==> src/rtl/dvi_timing_pkg.sv <==
// Shared raster timing defaults (640x480@60, 800x525 total) and the colour-bar table.
package dvi_timing_pkg;

  localparam int H_ACTIVE_DEF = 640;
  localparam int H_FP_DEF     = 16;
  localparam int H_SYNC_DEF   = 96;
  localparam int H_BP_DEF     = 48;
  localparam int V_ACTIVE_DEF = 480;
  localparam int V_FP_DEF     = 10;
  localparam int V_SYNC_DEF   = 2;
  localparam int V_BP_DEF     = 33;
  localparam int CNT_W_DEF    = 13;

  localparam int H_TOTAL_DEF = H_ACTIVE_DEF + H_FP_DEF + H_SYNC_DEF + H_BP_DEF;
  localparam int V_TOTAL_DEF = V_ACTIVE_DEF + V_FP_DEF + V_SYNC_DEF + V_BP_DEF;

  localparam int BAR_COUNT = 8;

  // white, yellow, cyan, green, magenta, red, blue, black
  localparam logic [23:0] BAR_RGB [BAR_COUNT] = '{
    24'hFFFFFF, 24'hFFFF00, 24'h00FFFF, 24'h00FF00,
    24'hFF00FF, 24'hFF0000, 24'h0000FF, 24'h000000
  };

endpackage

==> src/rtl/dvi_bar_pattern.sv <==
// Eight vertical colour bars for bring-up; bar index stepped by a per-line pixel counter.
module dvi_bar_pattern
  import dvi_timing_pkg::*;
#(
  parameter int H_ACTIVE = H_ACTIVE_DEF,
  parameter int CNT_W    = CNT_W_DEF
) (
  input  logic             pix_clk,
  input  logic             rst,
  input  logic             en,
  input  logic [CNT_W-1:0] h_cnt,
  input  logic             de,
  output logic [7:0]       r,
  output logic [7:0]       g,
  output logic [7:0]       b
);

  localparam int BAR_W = H_ACTIVE / BAR_COUNT;

  logic [CNT_W-1:0] px_q;
  logic [CNT_W-1:0] px_p0;
  logic [2:0]       idx_q;
  logic [2:0]       idx_p0;
  logic [23:0]      rgb_p0;

  // h==0 forces both counters back to the first bar, so a line always starts white
  always_comb begin
    px_p0  = (h_cnt == '0) ? '0 : px_q;
    idx_p0 = (h_cnt == '0) ? '0 : idx_q;
    rgb_p0 = de ? BAR_RGB[idx_p0] : 24'h000000;
  end

  // stage p0 -> p1: registered alongside de in the top
  always_ff @(posedge pix_clk or posedge rst) begin
    if (rst) begin
      px_q      <= '0;
      idx_q     <= '0;
      {r, g, b} <= 24'h000000;
    end else if (en) begin
      if (px_p0 == CNT_W'(BAR_W - 1)) begin
        px_q  <= '0;
        idx_q <= idx_p0 + 3'd1;
      end else begin
        px_q  <= px_p0 + CNT_W'(1);
        idx_q <= idx_p0;
      end
      {r, g, b} <= rgb_p0;
    end
  end

endmodule

==> src/rtl/dvi_video_timing_gen.sv <==
// Raster timing generator feeding the TMDS encoders (DE, C0=hsync, C1=vsync, x/y).
// Optional colour-bar source on r/g/b when TEST_PATTERN_EN is defined.
module dvi_video_timing_gen
  import dvi_timing_pkg::*;
#(
  parameter int   H_ACTIVE = H_ACTIVE_DEF,
  parameter int   H_FP     = H_FP_DEF,
  parameter int   H_SYNC   = H_SYNC_DEF,
  parameter int   H_BP     = H_BP_DEF,
  parameter int   V_ACTIVE = V_ACTIVE_DEF,
  parameter int   V_FP     = V_FP_DEF,
  parameter int   V_SYNC   = V_SYNC_DEF,
  parameter int   V_BP     = V_BP_DEF,
  parameter logic HS_POL   = 1'b0,
  parameter logic VS_POL   = 1'b0,
  parameter int   CNT_W    = CNT_W_DEF
) (
  input  logic             pix_clk,
  input  logic             rst,
  input  logic             en,
  output logic             de,
  output logic             hsync,
  output logic             vsync,
  output logic [CNT_W-1:0] x,
  output logic [CNT_W-1:0] y,
`ifdef TEST_PATTERN_EN
  output logic [7:0]       r,
  output logic [7:0]       g,
  output logic [7:0]       b,
`endif
  output logic             line_start,
  output logic             frame_start
);

  localparam int H_TOTAL  = H_ACTIVE + H_FP + H_SYNC + H_BP;
  localparam int V_TOTAL  = V_ACTIVE + V_FP + V_SYNC + V_BP;
  localparam int HS_START = H_ACTIVE + H_FP;
  localparam int VS_START = V_ACTIVE + V_FP;

  logic [CNT_W-1:0] h_cnt;
  logic [CNT_W-1:0] v_cnt;
  logic             h_last;
  logic             v_last;
  logic             de_p0;
  logic             hs_p0;
  logic             vs_p0;

  always_comb begin
    h_last = (h_cnt == CNT_W'(H_TOTAL - 1));
    v_last = (v_cnt == CNT_W'(V_TOTAL - 1));
    de_p0  = (h_cnt < CNT_W'(H_ACTIVE)) && (v_cnt < CNT_W'(V_ACTIVE));
    hs_p0  = (h_cnt >= CNT_W'(HS_START)) && (h_cnt < CNT_W'(HS_START + H_SYNC));
    vs_p0  = (v_cnt >= CNT_W'(VS_START)) && (v_cnt < CNT_W'(VS_START + V_SYNC));
  end

  always_ff @(posedge pix_clk or posedge rst) begin
    if (rst) begin
      h_cnt <= '0;
      v_cnt <= '0;
    end else if (en) begin
      if (h_last) begin
        h_cnt <= '0;
        v_cnt <= v_last ? '0 : v_cnt + CNT_W'(1);
      end else begin
        h_cnt <= h_cnt + CNT_W'(1);
      end
    end
  end

  // stage p0 -> p1: every output is a registered decode of the same counter state
  always_ff @(posedge pix_clk or posedge rst) begin
    if (rst) begin
      de          <= 1'b0;
      hsync       <= ~HS_POL;
      vsync       <= ~VS_POL;
      x           <= '0;
      y           <= '0;
      line_start  <= 1'b0;
      frame_start <= 1'b0;
    end else if (en) begin
      de          <= de_p0;
      hsync       <= hs_p0 ? HS_POL : ~HS_POL;
      vsync       <= vs_p0 ? VS_POL : ~VS_POL;
      x           <= h_cnt;
      y           <= v_cnt;
      line_start  <= (h_cnt == '0);
      frame_start <= (h_cnt == '0) && (v_cnt == '0);
    end
  end

`ifdef TEST_PATTERN_EN
  dvi_bar_pattern #(
    .H_ACTIVE (H_ACTIVE),
    .CNT_W    (CNT_W)
  ) u_bar_pattern (
    .pix_clk (pix_clk),
    .rst     (rst),
    .en      (en),
    .h_cnt   (h_cnt),
    .de      (de_p0),
    .r       (r),
    .g       (g),
    .b       (b)
  );
`endif

endmodule

==> config.mk <==
export PLATFORM = sky130hd
export DESIGN_NAME = dvi_video_timing_gen
export DESIGN_NICKNAME = d
export VERILOG_FILES = /design/src/rtl/dvi_timing_pkg.sv /design/src/rtl/dvi_bar_pattern.sv /design/src/rtl/dvi_video_timing_gen.sv
export SDC_FILE = /design/constraint.sdc
export NUM_CORES = 1
export LEC_CHECK = 0
export BUFFER_PORTS_ARGS = -buffer_cell sky130_fd_sc_hd__buf_2
export CELL_PAD_IN_SITES_DETAIL_PLACEMENT = 1
export CELL_PAD_IN_SITES_GLOBAL_PLACEMENT = 1
export CORE_ASPECT_RATIO = 0.8
export CORE_MARGIN = 5
export CORE_UTILIZATION = 45
export CTS_CLUSTER_DIAMETER = 50
export DETAILED_ROUTE_END_ITERATION = 16
export PLACE_DENSITY = 0.82
export SKIP_LAST_GASP = 1
export SLEW_MARGIN = 25
export SYNTH_ARGS = -nofsm -noshare
export SYNTH_HDL_FRONTEND = slang
export SYNTH_SLANG_ARGS = --single-unit
==> constraint.sdc <==
create_clock -name pix_clk -period 2.1 [get_ports pix_clk]
set_input_delay 0.42 -clock pix_clk [delete_from_list [all_inputs] [get_ports pix_clk]]
set_output_delay 0.42 -clock pix_clk [all_outputs]
set_load 0.005 [all_outputs]
Yosys cells after proc, flatten, opt, wreduce, memory -nomap -nowiden
Cells that the tools add are included.
{ "op_classes": {"add_sub_neg": 2, "mul": 0, "n_div": 0, "order_cmp": 6, "n_eq_ne": 2, "shift": 0, "n_mux": 4, "n_bitwise": 0, "n_reduce_logical": 7} }
{ "op_table": {"columns": ["cell", "count"], "rows": [
  ["adder 13 x 1 -> 13 bit (second input constant)", 2],
  ["== test 13 x 10 -> 1 bit (second input constant)", 2],
  ["logical NOT 13 bit", 2],
  ["less-than comparator 13 x 10 -> 1 bit (second input constant)", 2],
  ["less-than comparator 13 x 9 -> 1 bit (second input constant)", 2],
  ["2-to-1 mux 13 bit", 2],
  ["greater-or-equal comparator 13 x 10 -> 1 bit (second input constant)", 1],
  ["greater-or-equal comparator 13 x 9 -> 1 bit (second input constant)", 1],
  ["logical AND 1 bit", 4],
  ["2-to-1 mux 1 bit", 2],
  ["AND reduction 2 bit", 1]
]} }
{ "totals": {"reg_bits": 57, "latchBits": 0, "ramBits": 0, "rom_bits": 0, "in_bits": 3, "output_inout_bits": 31, "word_cells": 30, "memories": 0} }

Longest topological paths before layout
Gate-level depths: netlist of run 1.
{ "depth": {"word_depth": 3, "depth_mapped": 7, "depth_no_buf": 6} }

Worst setup path before layout of run 1
OpenSTA, ideal clock, no wires.
{ "synth_timing": {"path_kind": "in2reg", "startpoint": "input en", "endpoint": "register v_cnt[12]", "setup_ns": 0.079, "arrival_time_ns": 1.602, "required_time_ns": 2.021, "slack_ns": 0.418, "stages": 5, "n_path_buf": 1, "cell_sequence": "buf_2 -> nor4b_4 -> nand4_2 -> or4b_1 -> mux2i_1"} }
{ "synth_via": {"elab_chain_len": 1} }
{ "synth_lines": {"columns": ["element", "line", "source"], "rows": [
  ["start, declared", "dvi_video_timing_gen.sv:20", "input logic en,"],
  ["AND reduction 2 bit (no line)", null, null],
  ["end signal, assigned", "dvi_video_timing_gen.sv:63", "v_cnt <= v_last ? '0 : v_cnt + CNT_W'(1);"],
  ["end, declared", "dvi_video_timing_gen.sv:41", "logic [CNT_W-1:0] v_cnt;"]
]} }
Every way passes these cells.
A chain may end at the register's enable or synchronous reset.

Final worst setup path of run 1
{ "layout_timing": {"startpoint": "register v_cnt[0]", "endpoint": "register v_cnt[12]"} }
{ "layout_via": {"elab_chain_len": 2, "elab_cells_between_ends": 3, "cone_classes": "add/sub (1); eq/ne (1); mux (1)"} }
{ "layout_lines": {"columns": ["element", "line"], "rows": [
  ["adder 13 x 1 -> 13 bit / == test 13 x 10 -> 1 bit (equally long branches)", "dvi_video_timing_gen.sv:63, dvi_video_timing_gen.sv:50"],
  ["2-to-1 mux 13 bit *", "dvi_video_timing_gen.sv:63"]
]} }
Every way passes the cells marked *; elsewhere a longest branch is shown, timed or not.

==> results.tsv, run 1 <==
stage	metric	value	unit
worst_setup_path	crit_family	simple AND/OR/NAND/NOR gates	
global_routing	grt_max_degree	39	
place	place_ws	0.228	ns
route	vias	1955	
clock_tree	cts_setup_buffers	0	
timing	hold_violations	0	
worst_setup_path	cp-start-kind	flop	
route	vias_per_cell	5.48	
clock_tree	path_clk_slew	0.06	ns
clock_tree	ctsResizeCount	0	
timing	slew_headroom	0.642	
place	gp_congestion	0.859	
route	drt_first_pass_iters	5	
floorplan	dieArea	7610	um2
route	ant_nets	0	
worst_setup_path	cp-end-kind	flop	
logic_synthesis	synth_cell_type_count	35	
finish	final_common_cell	dfrtp_1	
clock_tree	cts-root-buf	clkbuf_8	
timing	period_needed	1.89	ns
power_and_ir_drop	power	2.73	mW
timing	postLayoutSetupSlackWorst	0.207	ns
worst_setup_path	slowest_delay	0.43	ns
finish	area_growth	17.7	%
status	status	completed	
route	avgRoutedWirePerCell	17.7	um
floorplan	initial_core_util	0.458	
finish	antenna_cells	0	
worst_setup_path	critPathMaxFanout	9	
clock_tree	cts_tree	done	
worst_setup_path	worst_ep_required_time	2.36	ns
route	drt-initial-drc-count	144	
timing	fmax	0.528	GHz
clock_tree	cts.htree.levels	3	
clock_tree	cts_sinks	57	
global_routing	grt_pass1_vias	2015	
hold_path	holdCritPathClass	input port to async pin	
worst_setup_path	arrival	2.15	ns
clock_tree	clk_path_buf_depth	2	
floorplan	placementRows	25	
global_routing	grt_usage	0.186	
logic_synthesis	ys_seq_area_frac	0.533	
logic_synthesis	synthCells	235	
timing	setup_violations	0	
global_routing	grt.overflow.total	0	
logic_synthesis	netlist_area	2680	um2
power_and_ir_drop	pwr_density_cell	866	nW/um2
finish	layout.cells.most_common_list	dfrtp_1 (55), buf_2 (33), mux2_2 (27)	
worst_setup_path	slowest_stage	or4b_1	
route	drt_wl_total	6.32	mm
timing	setup_tns	0	ns
timing	worst_slew_pin_slew	0.531	ns
timing	rsz0062_at_grt	no	
job	cap_viol_max_count	0	
finish	num-nets-final	279	
timing	fin_skew	0.00942	ns
logic_synthesis	syn_nets	242	
floorplan	fp.dieW	96.3	um
floorplan	io_pins	34	
place	io_buffers	33	
route	drc	0	
logic_synthesis	ys_ff_latch	57	
logic_synthesis	syn_avg_cell_area	11.4	um2
worst_setup_path	crit_buf_inv	2	
clock_tree	cts-hold-fix-buffers	0	
clock_tree	numCtsBuffers	9	
worst_setup_path	critPathKind	flop to flop	
worst_setup_path	path_cells	inv_1, ha_1, nor2b_1, nand4_1, buf_4, or4b_1, mux2i_1	
global_routing	antenna_found_initial	0	
global_routing	grt_pass1_wl	10.6	mm
timing	finalMaxSlewViolations	0	
floorplan	die_y	79.0	um
floorplan	fp.coreArea	5850	um2
place	post-dp-hpwl	4.36	mm
power_and_ir_drop	p_leak	1.52	nW
logic_synthesis	ys_warn_count	0	
finish	drive_gt1_frac	0.326	
timing	post-route-period-util	0.901	
power_and_ir_drop	ir_drop	0.000411	V
clock_tree	clk_latency	0.34	ns
==> cells by family (layout without fill, tap and decap cells) <==
group / after synthesis / count (layout) / synth area share
AND/OR/NAND/NOR: 81 / 81 / 0.186
flip-flops: 57 / 57 / 0.533
multiplexers: 31 / 31 / 0.128
XOR/XNOR: 12 / 12 / 0.0392
buffers and inverters: 24 / 65 / 0.0369
AO/OA/AOI/OAI: 26 / 26 / 0.0570
adder cells (fa/ha/maj): 4 / 4 / 0.0187
==> Yosys cell counts (all sizes together) <==
master | count | share of area
nand2b | 3 | 0.0070
nand4 | 12 | 0.030
inv | 8 | 0.011
or2 | 1 | 0.0023
o22ai | 1 | 0.0023
a22o | 2 | 0.0065
o21ai | 11 | 0.021
nor3 | 4 | 0.0075
mux2i | 4 | 0.015
nor2 | 11 | 0.015
and4 | 8 | 0.026
and2 | 1 | 0.0023
nor2b | 2 | 0.0047
dfrtp | 55 | 0.51
buf | 7 | 0.013
nand3 | 9 | 0.017
a41oi | 2 | 0.0065
dfstp | 2 | 0.020
o41ai | 1 | 0.0033
mux2 | 27 | 0.11
ha | 4 | 0.019
nor4 | 4 | 0.0093
nand2 | 14 | 0.020
a21o | 1 | 0.0028
and3 | 3 | 0.0070
a21oi | 8 | 0.015
nor4b | 3 | 0.021
nand3b | 3 | 0.0084
or4b | 1 | 0.0037
or3 | 2 | 0.0047
xnor2 | 4 | 0.013
xor2 | 8 | 0.026
clkbuf | 9 | 0.013
==> registers in the layout, summed over array words and instances, names as in the netlist, 13 cells and up <==
signal	count
h_cnt	13
v_cnt	13
x	13
y	13
==> final timing paths <==
kind	startpoint	end	cells past startpoint	slack, ns
setup / recovery	v_cnt[0]	v_cnt[12]	7	0.21
hold / removal	rst	x[0]	2	0.09
setup reg to reg	v_cnt[0]	v_cnt[12]	7	0.21
hold reg to reg	hsync	hsync	2	0.50
max in group asynchronous	rst	vsync	3	1.38
min in group pix_clk	hsync	hsync	2	0.50
==> per-stage QoR <==
| step | std cells | util | hold slack (ns) | cell area, um2 |
|---|---|---|---|---|
| 6_report | 357 | 0.539 | 0.0905 | 3150 |
| 3_3_place_gp | 342 | 0.505 | 0.447 | 2960 |
| 3_5_place_dp | 342 | 0.505 | 0.460 | 2960 |
| 2_1_floorplan | 235 | - | 0.474 | 2680 |
| 5_1_grt | 357 | 0.539 | 0.131 | 3150 |
| 4_1_cts | 357 | 0.539 | 0.106 | 3150 |
==> power by group <==
part / leakage, nW / total [mW] / internal, mW / switching [mW]
Sequential: 0.735 / 1.33 / 1.20 / 0.128
Combinational: 0.680 / 0.371 / 0.197 / 0.174
Clock: 0.102 / 1.03 / 0.602 / 0.425
==> metal layers <==
metal / part of all wire / up-vias / GRT usage
met2: 0.47 / 45 / 0.265
met3: 0.044 / 4 / 0.0625
li1: - / 921 / -
met5: 0 / - / 0
met1: 0.48 / 985 / 0.270
met4: 0.0076 / 0 / 0.0483
==> cell type report <==
type	instances	area [um2]
sequential	57	1430
clock inverter	3	40.0
inverter	8	30.0
fill	658	2700
tap	81	101
timing repair buffer	42	245
multi-input combinational	154	1150
clock buffer	12	155
Note: power is estimated with default switching activity, not from simulation.
==> run 2, diff against run 1 <==
--- a/config.mk
+++ b/config.mk
@@ -8,12 +8,12 @@
 export BUFFER_PORTS_ARGS = -buffer_cell sky130_fd_sc_hd__buf_2
 export CELL_PAD_IN_SITES_DETAIL_PLACEMENT = 1
 export CELL_PAD_IN_SITES_GLOBAL_PLACEMENT = 1
-export CORE_ASPECT_RATIO = 0.8
+export CORE_ASPECT_RATIO = 0.75
 export CORE_MARGIN = 5
-export CORE_UTILIZATION = 45
+export CORE_UTILIZATION = 35
 export CTS_CLUSTER_DIAMETER = 50
 export DETAILED_ROUTE_END_ITERATION = 16
-export PLACE_DENSITY = 0.82
+export PLACE_DENSITY = 0.67
 export SKIP_LAST_GASP = 1
 export SLEW_MARGIN = 25
 export SYNTH_ARGS = -nofsm -noshare
==> run 2 against run 1 <==
Clock power up 38%. First-iteration DRC count down 75%. Die area up 25%. Register-to-register slack better by 0.09 ns. Sequential power about the same. Critical endpoint unchanged. Core utilization down 9.4 points.
==> results.tsv, run 2 (synthesized netlist as in run 1, its figures left out) <==
stage	metric	value	unit
status	status	completed	
timing	slew_headroom	0.689	
power_and_ir_drop	p_leak	1.57	nW
timing	finalMaxSlewViolations	0	
worst_setup_path	worst_ep_required_time	2.36	ns
finish	drive_gt1_frac	0.342	
route	vias	1975	
route	ant_nets	0	
power_and_ir_drop	swShare	0.240	
timing	setup_violations	0	
floorplan	io_pins	34	
worst_setup_path	r2r-end	v_cnt[12]	
place	placed_cell_area	3010	um2
finish	design_area	3290	um2
job	cap_viol_max_count	0	
finish	final_common_cell	dfrtp_1	
route	drc	0	
place	post-dp-hpwl	4.59	mm
worst_setup_path	r2r-start	v_cnt[1]	
clock_tree	cts_tree	done	
global_routing	antenna_found_initial	0	
power_and_ir_drop	p_sw	0.744	mW
global_routing	grt_pass1_wl	11.2	mm
clock_tree	cts_sinks	57	
place	io_buffers	33	
finish	layout.cells.most_common_list	dfrtp_1 (55), buf_2 (33), mux2_2 (27)	
global_routing	grt.overflow.total	0	
power_and_ir_drop	ir_drop	0.000367	V
timing	fmax	0.554	GHz
power_and_ir_drop	p_seq_frac	0.432	
clock_tree	cts_setup_buffers	0	
clock_tree	ctsResizeCount	0	
power_and_ir_drop	pwr_density_cell	944	nW/um2
clock_tree	clk_path_buf_depth	2	
route	drt-initial-drc-count	36	
timing	period_needed	1.81	ns
worst_setup_path	reg2reg_depth	5	
floorplan	initial_core_util	0.362	
clock_tree	cts-hold-fix-buffers	0	
timing	worst_slew_pin_slew	0.466	ns
clock_tree	numCtsBuffers	9	
place	gp_congestion	0.799	
worst_setup_path	cp-start-kind	flop	
timing	rsz0062_at_grt	no	
worst_setup_path	arrival	2.07	ns
floorplan	fp.dieW	111	um
global_routing	grt_max_degree	31	
global_routing	grt_usage	0.152	
worst_setup_path	worst-r2r-setup-slack	0.29	ns
timing	hold_violations	0	
power_and_ir_drop	intPower	2.36	mW
timing	post-route-period-util	0.860	
clock_tree	cts-root-buf	clkbuf_8	
worst_setup_path	critPathKind	flop to flop	
floorplan	placementRows	27	
timing	setup_tns	0	ns
worst_setup_path	cp-end-kind	flop	
finish	num-nets-final	283	
power_and_ir_drop	p_comb_frac	0.110	
route	drt_first_pass_iters	4	
route	avgRoutedWirePerCell	17.1	um
route	vias_per_cell	5.17	
finish	area_growth	22.7	%
finish	antenna_cells	0	
power_and_ir_drop	clockPowerShare	0.457	
clock_tree	cts.htree.levels	3	
timing	fin_skew	0.00603	ns
global_routing	grt_pass1_vias	2112	
floorplan	die_y	85.8	um
floorplan	fp.coreArea	7400	um2
clock_tree	path_clk_slew	0.07	ns
clock_tree	clk_latency	0.34	ns
route	drt_wl_total	6.52	mm
floorplan	dieArea	9520	um2
hold_path	holdCritPathClass	input port to async pin	
worst_setup_path	critPathMaxFanout	6	
## run 2: cell count changes in the layout (fill, tap and decap cells not counted), sizes merged
cell and change:
bufinv +3, clkinv -1, clkbuf -1, buf +4
## run 2: metal layers
layer | routed length [um] | vias to the layer above | global-route usage
met5 | 0 | - | 0
met4 | 127 | 0 | 0.0729
met3 | 305 | 9 | 0.0402
met2 | 2760 | 44 | 0.218
met1 | 3320 | 994 | 0.214
li1 | - | 928 | -
## run 2: worst max path at each step
stage          startpoint        end  cells after the start
2_1_floorplan         rst         de                      1
3_3_place_gp           en  h_cnt[11]                      6
3_5_place_dp           en  h_cnt[11]                      6
4_1_cts          h_cnt[0]   v_cnt[2]                      5
5_1_grt          h_cnt[0]   v_cnt[2]                      5
6_report         v_cnt[1]  v_cnt[12]                      5
## run 2: critical path, cell delays in order (launching register included)
cell and delay [ns]:
dfrtp_1 0.45, ha_1 0.26, and4_1 0.32, nand3_1 0.09
or4b_1 0.47, mux2i_1 0.13
## run 2: final cells by class
cell class,count,area [um2]
inverters,8,30.0
clock inverters,5,125
flip-flops and latches,57,1430
well taps,101,126
repair buffers,46,275
fillers,823,4110
clock buffers,11,151
multi-input cells,154,1150
## run 2: per-stage QoR
stage	utilization	hold slack (ns)	total power, mW	setup slack (ns)	std cells
floorplan	-	0.474	1.57	0.284	235
finish	0.444	0.0381	3.10	0.295	382
global placement	0.407	0.404	1.68	0.284	366
global route	0.444	0.0465	3.25	0.0922	382
CTS	0.444	0.0306	3.14	0.279	382
detailed placement	0.407	0.409	1.70	0.261	366
## run 2: power by group through the flow
stage	clock, mW	combinational [mW]	sequential, mW
5_1_grt	1.49	0.386	1.37
2_1_floorplan	0	0.290	1.28
3_5_place_dp	0	0.346	1.36
6_report	1.42	0.343	1.34
4_1_cts	1.45	0.351	1.34
3_3_place_gp	0	0.335	1.34
